`src/rtl/ai_core_dispatch_pkg.sv`:
```
// Shared definitions for the core dispatch path: tag field layout, core
// count, core IDs (same encoding the result collector writes) and the
// dispatcher state encoding.
package ai_core_dispatch_pkg;

  localparam int TAG_LO    = 28;
  localparam int TAG_W     = 2;
  localparam int NUM_CORES = 4;

  // Core IDs 00/01/10/11 address cores 1..4.
  localparam logic [TAG_W-1:0] CORE_ID_0 = 2'b00;
  localparam logic [TAG_W-1:0] CORE_ID_1 = 2'b01;
  localparam logic [TAG_W-1:0] CORE_ID_2 = 2'b10;
  localparam logic [TAG_W-1:0] CORE_ID_3 = 2'b11;

  // IDLE: nothing in flight; FLOW: a read was issued last cycle;
  // STALL: a word is parked in the hold register.
  typedef enum logic [1:0] {
    ST_IDLE  = 2'd0,
    ST_FLOW  = 2'd1,
    ST_STALL = 2'd2
  } disp_state_e;

  // Tag to one-hot core write strobe.
  function automatic logic [NUM_CORES-1:0] core_sel(input logic [TAG_W-1:0] t);
    logic [NUM_CORES-1:0] r;
    r = '0;
    case (t)
      CORE_ID_0: r = 4'b0001;
      CORE_ID_1: r = 4'b0010;
      CORE_ID_2: r = 4'b0100;
      CORE_ID_3: r = 4'b1000;
      default:   r = '0;
    endcase
    return r;
  endfunction

endpackage

```
`src/rtl/ai_core_dispatch_cnt.sv`:
```
// Per-core dispatch counter. Wraps naturally at 2^CNT_W. A clear that
// coincides with a write leaves the count at 1 so that write is not lost.
module ai_dispatch_cnt #(
  parameter int CNT_W = 16
) (
  input  logic             clk,
  input  logic             rst,
  input  logic             clr,
  input  logic             inc,
  output logic [CNT_W-1:0] cnt
);

  // Count writes to this core; clear on init.
  always_ff @(posedge clk) begin
    if (rst)      cnt <= '0;
    else if (clr) cnt <= {{(CNT_W-1){1'b0}}, inc};
    else if (inc) cnt <= cnt + 1'b1;
  end

endmodule

```
`src/rtl/ai_core_dispatch.sv`:
```
// Tagged word dispatcher: pulls words from the upstream FIFO, clears the
// core tag and writes each word to the core named by its tag. Head-of-line
// blocking keeps the stream strictly in order under per-core backpressure.
module ai_core_dispatch
  import ai_core_dispatch_pkg::*;
#(
  parameter int W      = 32,
  parameter int TAG_LO = ai_core_dispatch_pkg::TAG_LO,
  parameter int CNT_W  = 16
) (
  input  logic                 clk,
  input  logic                 rst,
  input  logic                 init,
  input  logic [W-1:0]         in_out,
  input  logic                 in_empty,
  output logic                 in_read,
  output logic [W-1:0]         core_data,
  output logic [NUM_CORES-1:0] core_wr,
  input  logic [NUM_CORES-1:0] core_full,
  output logic [CNT_W-1:0]     cnt0,
  output logic [CNT_W-1:0]     cnt1,
  output logic [CNT_W-1:0]     cnt2,
  output logic [CNT_W-1:0]     cnt3,
  output logic                 busy
);

  disp_state_e state_q, state_d;
  logic [W-1:0]         hold_q, cur, word_clr;
  logic                 pend, hold, avail, fwd;
  logic [TAG_W-1:0]     tag;
  logic [NUM_CORES-1:0][CNT_W-1:0] cnt;

  assign pend  = (state_q == ST_FLOW);
  assign hold  = (state_q == ST_STALL);
  assign busy  = pend | hold;
  // Fresh read data wins; otherwise replay the parked word.
  assign cur   = pend ? in_out : hold_q;
  assign tag   = cur[TAG_LO +: TAG_W];
  // init drops a parked word, but a word arriving from a read still goes.
  assign avail = pend | (hold & ~init);
  assign fwd   = avail & ~core_full[tag];

  // Strip the routing tag before the word reaches the cores.
  always_comb begin
    word_clr                   = cur;
    word_clr[TAG_LO +: TAG_W]  = '0;
  end

  // Next state, read strobe and core write; data is zero when not writing.
  always_comb begin
    state_d   = ST_IDLE;
    core_wr   = '0;
    core_data = '0;
    if (fwd) begin
      core_wr   = core_sel(tag);
      core_data = word_clr;
    end
    in_read = ~rst & ~init & ~in_empty & (~avail | fwd);
    if (in_read)            state_d = ST_FLOW;
    else if (avail & ~fwd)  state_d = ST_STALL;
  end

  // State register.
  always_ff @(posedge clk) begin
    if (rst) state_q <= ST_IDLE;
    else     state_q <= state_d;
  end

  // Park a freshly read word whose target core is full.
  always_ff @(posedge clk) begin
    if (rst)              hold_q <= '0;
    else if (pend & ~fwd) hold_q <= in_out;
  end

  for (genvar k = 0; k < NUM_CORES; k++) begin : g_cnt
    ai_dispatch_cnt #(.CNT_W(CNT_W)) u_cnt (
      .clk (clk),
      .rst (rst),
      .clr (init),
      .inc (core_wr[k]),
      .cnt (cnt[k])
    );
  end

  assign cnt0 = cnt[0];
  assign cnt1 = cnt[1];
  assign cnt2 = cnt[2];
  assign cnt3 = cnt[3];

endmodule

```
`config.mk`:
```
export PLATFORM = sky130hd
export DESIGN_NAME = ai_core_dispatch
export DESIGN_NICKNAME = d
export VERILOG_FILES = /design/src/rtl/ai_core_dispatch_pkg.sv /design/src/rtl/ai_core_dispatch_cnt.sv /design/src/rtl/ai_core_dispatch.sv
export SDC_FILE = /design/constraint.sdc
export NUM_CORES = 1
export LEC_CHECK = 0
export BUFFER_PORTS_ARGS = -buffer_cell sky130_fd_sc_hd__buf_2
export CAP_MARGIN = 15
export CORE_ASPECT_RATIO = 1.1
export CORE_MARGIN = 2
export CORE_UTILIZATION = 52
export DETAILED_ROUTE_END_ITERATION = 12
export GPL_TIMING_DRIVEN = 0
export PLACE_DENSITY = 0.8
export SETUP_SLACK_MARGIN = 0.3
export SLEW_MARGIN = 30
export SYNTH_ARGS = -nofsm -noshare
export SYNTH_HDL_FRONTEND = slang
export SYNTH_SLANG_ARGS = --single-unit
```
`constraint.sdc`:
```
create_clock -name clk -period 3.2 [get_ports clk]
set_input_delay 0.64 -clock clk [delete_from_list [all_inputs] [get_ports clk]]
set_output_delay 0.64 -clock clk [all_outputs]
set_load 0.005 [all_outputs]
```
* Yosys cells after proc, flatten, opt, wreduce, memory -nomap -nowiden
Index checks and enable logic that the tools add are counted.
** Cells by class
- $add $sub $neg :: 4
- Order comparisons :: 1
- Equality and inequality tests :: 5
- Mux-type cells :: 16
- Bitwise logic cells :: 16
- Reduce and logical (&&, ||, !) cells :: 7
** Operators by type and width (number)
- $add A16 B1 Y16 const B :: 4
- $mux W32 :: 2
- $pmux W4 S4 :: 1
- $mux W1 :: 10
- $reduce_bool A2 Y1 :: 4
- $and A1 B1 Y1 :: 7
- $eq A2 B2 Y1 const B :: 3
- $not A1 Y1 :: 6
- $eq A2 B1 Y1 const B :: 2
- $mux W4 :: 1
- $reduce_or A2 Y1 :: 2
- $lt A2 B3 Y1 const B :: 1
- $or A1 B1 Y1 :: 3
- $bmux W1 S2 :: 1
- $logic_not A2 Y1 :: 1
- $mux W2 :: 1
** Storage, ports and cells
- Register bits :: 98
- Input bits :: 40
- Output and inout bits :: 102

* Depth between registers and ports, before layout
Gate-level depths: netlist (run 1).
- Depth after elaboration :: 10
- Gate-level depth with buffers :: 10
- Mapped depth without buffers :: 8

* By module
Synthesis (run 1) repeated with hierarchy kept, for this count alone.
** Second synthesis, totals
- Cells, all modules :: 591
- Area total of the unflattened synthesis :: 5317.6 um2
** By module, submodules not included
- ai_dispatch_cnt :: times used 4, cells each 86, area each 768.2 um2
- ai_core_dispatch :: times used 1, cells each 247, area each 2244.7 um2

* Worst setup path after synthesis (run 1)
OpenSTA, ideal clock, no wires.
- Kind :: input-to-output
- Start :: input port in_out[29]
- End :: output port core_data[0]
- Arrival :: 2.210 ns
- Path slack :: 0.350 ns
- Stages on the path :: 8
- Path buffers :: 3
- Cell sequence :: clkbuf_1 nor3b_1 o21a_1 clkbuf_1 nor3_1 nand3_1 clkbuf_1 nor2_1
** On the way
- Word-level cells in the longest chain between the ends :: 6
** RTL lines
- from (decl) :: line ai_core_dispatch.sv:14 : input logic [W-1:0] in_out,
- $mux W32 :: line ai_core_dispatch.sv:37 : assign cur = pend ? in_out : hold_q;
- $bmux W1 S2 :: line ai_core_dispatch.sv:41 : assign fwd = avail & ~core_full[tag];
- $mux W1 (implied by the code) :: line ai_core_dispatch.sv:41
- $not A1 Y1 :: line ai_core_dispatch.sv:41
- $and A1 B1 Y1 :: line ai_core_dispatch.sv:41
- $mux W32 :: line ai_core_dispatch.sv:54 : if (fwd) begin
- to (decl) :: line ai_core_dispatch.sv:17 : output logic [W-1:0] core_data,
No other way between the ends. The select of a mux whose other input is x is not followed.

* Worst setup path after layout (run 1)
- Start :: register state_q[1]
- End :: output port in_read
** On the way
- Word-level cells in the longest chain between the ends :: 8
** RTL lines
- from (decl) :: line ai_core_dispatch.sv:27 : disp_state_e state_q, state_d;
- from (signal assigned) :: line ai_core_dispatch.sv:66 : else state_q <= state_d;
- $eq A2 B1 Y1 :: line ai_core_dispatch.sv:33 : assign pend = (state_q == ST_FLOW);
- $mux W32 :: line ai_core_dispatch.sv:37
- $bmux W1 S2 :: line ai_core_dispatch.sv:41
- $mux W1 (implied by the code) :: line ai_core_dispatch.sv:41
- $not A1 Y1 :: line ai_core_dispatch.sv:41
- $and A1 B1 Y1 :: line ai_core_dispatch.sv:41
- $or A1 B1 Y1 (*) :: line ai_core_dispatch.sv:58 : in_read = ~rst & ~init & ~in_empty & (~avail | fwd);
- $and A1 B1 Y1 (*) :: line ai_core_dispatch.sv:58
- to (decl) :: line ai_core_dispatch.sv:16 : output logic in_read,
Every way passes the cells marked *; elsewhere a longest branch is shown, timed or not. The select of a mux whose other input is x is not followed.

==> results.toml, run 1 <==
[status]
status = "finished, final reports clean"

[cells_and_area]
drive_gt1_frac = 0.325
syn2layout_area_growth_pct = 35.2
antenna_cells = 0
stdcell_count = 915
nets = 839

[die]
initial_core_util = 0.529
dieArea_um2 = 10200
rows = 37
core_area_um2 = 9210
die_w_um = 96.3
io_pins = 142
die_h_um = 106

[drt]
via_per_inst = 5.70
route.detailed.drc = 0
ant_nets = 0
drt-initial-drc-count = 284
post_drt_wl_per_cell_um = 15.8
drt-pass1-iter-count = 5
vias = 5214
routed_wl_mm = 14.4

[cts]
hold_buffers = 0
cts_tree = "built"
clock_latency_ns = 0.36
clock_tree.root_cell = "clkbuf_8"
clk_path_buf_depth = 2
cts_htree_levels = 3
clkTransAtPathRegs_ns = 0.09
clock_sinks = 98
cts_buffers = 9

[yosys]
synth_area_leader_cell = "dfxtp_1"
muxShareOfSynthArea = 0.0699
ys_ff_latch = 98
synth_fa_ha_area_frac = 0.0154
synth-simple-area-share = 0.286
yosysWarnings = 0
synth_ff_type = "dfxtp_1"
synth_xor_xnor_area_share = 0.0575
ys_seq_area_frac = 0.403
yosysMostFrequentCell = "dfxtp_1"
synthArstFlopShare = 0
avgSynthCellArea_um2 = 7.94
synth_commonest_cells = "dfxtp_1, nand2_1, nor2_1"
ys_types = 52
synth_compound_area_frac = 0.121
synth_top_family_by_area = "simple AND/OR/NAND/NOR gates"
synth_cells = 614
synth_edf_count = 0
yosys-top-cells-area = "dfxtp_1, mux2i_1, nand2_1"
synth_top_area_frac = 0.403
synth_area_um2 = 4870

[power]
comb_power_share = 0.098
pwr_density_cell_nw_per_um2 = 353
p_seq_frac = 0.532
peakVddDrop_mv = 0.254
p_int_mw = 1.75
p_leak_nw = 2.57
swShare = 0.249
p_sw_uw = 577
clock_power_share = 0.370

[worst_setup_path]
cp-end-kind = "output pin"
path_class = "reg -> out"
worstReg2RegStart = "state_q[1]"
worstPathArrival_ns = 2.51
startpoint = "state_q[1]"
cp.required_ns = 2.56
r2r_cells = 9
cp_max_fo = 6
cp-start-kind = "register"

[flow_run]
cap_violations = 0

[place]
dp.cells = 870
place_congestion = 0.869
hpwlAfterDp_mm = 9.40
io_buffers = 138
pre_cts_slack_ns = -0.356

[timing]
drv_slew = 0
rsz0062_at_grt = "true"
period_needed_ns = 3.15
layout_setup_ws_ns = 0.0466
fin_crit_sh = 0.985
finalClockSkew_ns = 0.00849
slew_headroom = 0.419
fmax_ghz = 0.317
setup_viol = 0
hold_viol_final = 0
whs_ns = 0.458
tightest_slew_ns = 0.865

[global_routing]
antenna_found_initial = 0
grt_start_max_net_pins = 16
grt_use_met1 = 0.317
grt_usage = 0.259
top_usage_layer = "met2"
grt_pass1_wl_mm = 21.3
overflow = 0
met2_usage = 0.433
met3_usage = 0.0643
first_global_vias = 4712

[min_path]
holdCritStartpoint = "hold_q[4]"
hp-class = "reg -> reg"
min_path_cells = 2
## state kept, by name (all words and copies together) (netlist names)
register and flops:
state_q 2, hold_q 32, g_cnt.u_cnt.cnt 64
## kinds of logic after synthesis
family | after synthesis
AO/OA/AOI/OAI | 101
XOR/XNOR | 32
adder cells (fa/ha/maj) | 6
buffers and inverters | 54
flip-flops | 98
multiplexers | 34
other | 1
AND/OR/NAND/NOR | 288
## critical path, stage by stage (launching register included)
cell and delay [ns]:
dfxtp_2 0.34, inv_2 0.04, ha_4 0.15, buf_6 0.13, buf_8 0.12, or4bb_4 0.55
o211ai_1 0.17, nor3_2 0.07, a21oi_1 0.27, nor3_1 0.13, buf_2 0.17
## worst paths after layout
kind / end / slack (ns)
worst max-delay path: in_read / 0.05
worst min-delay path: hold_q[4] / 0.46
worst max register to register: g_cnt[2].u_cnt.cnt[9] / 0.40
worst min register to register: hold_q[4] / 0.46
## routing by layer
metal,routed length (um),up-vias
li1,-,2497
met1,5750,2472
met2,7300,211
met3,1040,34
met4,335,0
met5,0,-
## final cells by class
class	count	area (um^2)
buffer	41	274
clock buffer	12	165
clock inverter	4	48.8
fill	693	2630
inverter	13	56.3
multi-input combinational	463	2990
sequential	98	1970
tap	117	146
timing repair buffer	167	937
## power by group through the flow
stage / Sequential, mW / Clock (mW) / Combinational [mW]
5_1_grt: 1.24 / 0.912 / 0.243
3_5_place_dp: 1.26 / 0 / 0.157
2_1_floorplan: 1.26 / 0 / 0.0933
3_3_place_gp: 1.26 / 0 / 0.153
4_1_cts: 1.23 / 0.866 / 0.192
6_report: 1.23 / 0.859 / 0.228
## what timing repair did
item,CTS,global route
setup buffers,14,11
resized for setup,56,76
gates cloned,4,0
endpoints found under the setup margin,35,35
pin swaps,7,29
## per-stage QoR
step	TNS [ns]	cell area, um^2	utilization	total power, mW
floorplan	0	4880	-	1.35
global placement	-9.12	5710	0.620	1.41
detailed placement	-10.02	5710	0.620	1.42
CTS	0	6260	0.679	2.29
global route	-0.00985	6590	0.715	2.39
finish	0	6590	0.715	2.32
## layout by cell type (no fill, tap or decap), drive strengths merged, types with 7 or more instances in the layout
| master | Yosys | routed |
|---|---|---|
| dfxtp | 98 | 98 |
| nand4 | 17 | 17 |
| nor2 | 80 | 80 |
| nand3 | 16 | 16 |
| inv | 12 | 13 |
| mux2i | 34 | 34 |
| or3 | 21 | 21 |
| o21ai | 20 | 20 |
| buf | 11 | 183 |
| xor2 | 8 | 8 |
| a21oi | 55 | 55 |
| nor4 | 13 | 13 |
| xnor2 | 24 | 24 |
| nor3 | 13 | 13 |
| clkbuf | 30 | 37 |
| and4 | 7 | 7 |
| nand2 | 90 | 90 |
(Power assumes the default switching activity.)
==> run 2: changes to the inputs <==
REMOVE_ABC_BUFFERS = 1   (was not set)
==> results.toml, run 2 (synthesis results as in run 1) <==
[timing]
period_needed_ns = 2.86
finalClockSkew_ns = 0.0123
drv_slew = 0
setup_viol = 0
whs_ns = 0.460
fmax_ghz = 0.349
hold_viol_final = 0
fin_crit_sh = 0.895
rsz0062_at_grt = "true"
slew_headroom = 0.332
tightest_slew_ns = 0.994

[drt]
drt-pass1-iter-count = 4
vias = 4949
route.detailed.drc = 0
post_drt_wl_per_cell_um = 15.0
via_per_inst = 5.64
ant_nets = 0
drt-initial-drc-count = 247
routed_wl_mm = 13.1

[cells_and_area]
multi_input_area_um2 = 2920
syn2layout_area_growth_pct = 27.6
layout_commonest_cell = "buf_2"
reg_top3 = "g_cnt.u_cnt.cnt (64), hold_q (32), state_q (2)"
most-common-layout-cells = "buf_2, dfxtp_1, nand2_1"
largest_reg_flops = 64
num-fill-cells = 764
largest-register = "g_cnt.u_cnt.cnt"
regArea_um2 = 1960
stdcell_area_um2 = 6220
antenna_cells = 0
nets = 801
drive_gt1_frac = 0.287

[power]
p_leak_nw = 2.40
peakVddDrop_mv = 0.253
pwr_density_cell_nw_per_um2 = 350

[min_path]
hp-class = "reg -> reg"

[die]
dieArea_um2 = 10200
die_w_um = 96.3
core_area_um2 = 9210
initial_core_util = 0.529
rows = 37
io_pins = 142
die_h_um = 106

[place]
hpwlAfterDp_mm = 8.38
place_congestion = 0.877
place_area_um2 = 5600
io_buffers = 139

[global_routing]
grt_pass1_wl_mm = 20.3
first_global_vias = 4571
antenna_found_initial = 0
grt_usage = 0.246
grt_start_max_net_pins = 58
overflow = 0

[worst_setup_path]
path_class = "reg -> out"
cp.required_ns = 2.56
worstPathArrival_ns = 2.22
cp-end-kind = "output pin"
cp-start-kind = "register"
reg2reg_setup_slack_ns = 0.45
cp_max_fo = 7

[status]
status = "finished, final reports clean"

[cts]
clkTransAtPathRegs_ns = 0.09
clk_path_buf_depth = 2
cts_buffers = 9
clock_tree.root_cell = "clkbuf_8"
cts_tree = "built"
clock_sinks = 98
hold_buffers = 0
clock_latency_ns = 0.36
cts_htree_levels = 3

[flow_run]
cap_violations = 0
-- run 2: cell type report --
| class | instances | share of cell area |
|---|---|---|
| clock buffer | 12 | 0.0250 |
| clock inverter | 4 | 0.00423 |
| inverter | 13 | 0.00885 |
| multi-input combinational | 467 | 0.470 |
| sequential | 98 | 0.316 |
| tap | 117 | 0.0235 |
| timing repair buffer | 166 | 0.152 |
-- run 2: per-layer routing --
layer	up-vias	GRT usage	part of all wire
met4	0	0.0775	0.010
met2	151	0.419	0.50
li1	2434	-	-
met5	-	0	0
met1	2354	0.299	0.43
met3	10	0.0636	0.069
-- run 2: critical path, stage by stage (launching register included) --
cell and delay, ns:
dfxtp_2 0.34, inv_2 0.04, ha_4 0.18, buf_6 0.14
or4bb_4 0.51, o211ai_1 0.16, nor3_2 0.09, a21oi_2 0.19
nor3_2 0.08, buf_2 0.14
-- run 2: where the power goes --
group          internal (mW)  total [mW]  switching, mW
Clock                  0.325       0.750          0.425
Sequential              1.23        1.23        0.00586
Combinational         0.0776       0.192          0.115
Total                   1.63        2.18          0.546
-- run 2: final timing paths --
| check | end | from | cells past startpoint |
|---|---|---|---|
| min reg2reg | hold_q[11] | hold_q[11] | 2 |
| max | in_read | state_q[1] | 9 |
| max reg2reg | g_cnt[2].u_cnt.cnt[13] | state_q[1] | 9 |
| min | hold_q[11] | hold_q[11] | 2 |
-- run 2: per-stage QoR --
step	util	cells	power [mW]	setup TNS [ns]	setup slack [ns]
3_5_place_dp	0.608	832	1.41	-15.27	-0.401
5_1_grt	0.675	877	2.27	0	0.246
3_3_place_gp	0.601	830	1.40	-190.77	-2.41
6_report	0.675	877	2.18	0	0.337
4_1_cts	0.647	856	2.17	0	0.260
2_1_floorplan	-	574	1.34	-62.44	-1.08
-- run 2: repair_timing --
item,in CTS,in global routing
setup endpoints to repair,78,35
gates cloned,3,1
resized for setup,16,23
setup buffers,5,20
pin swaps,6,9
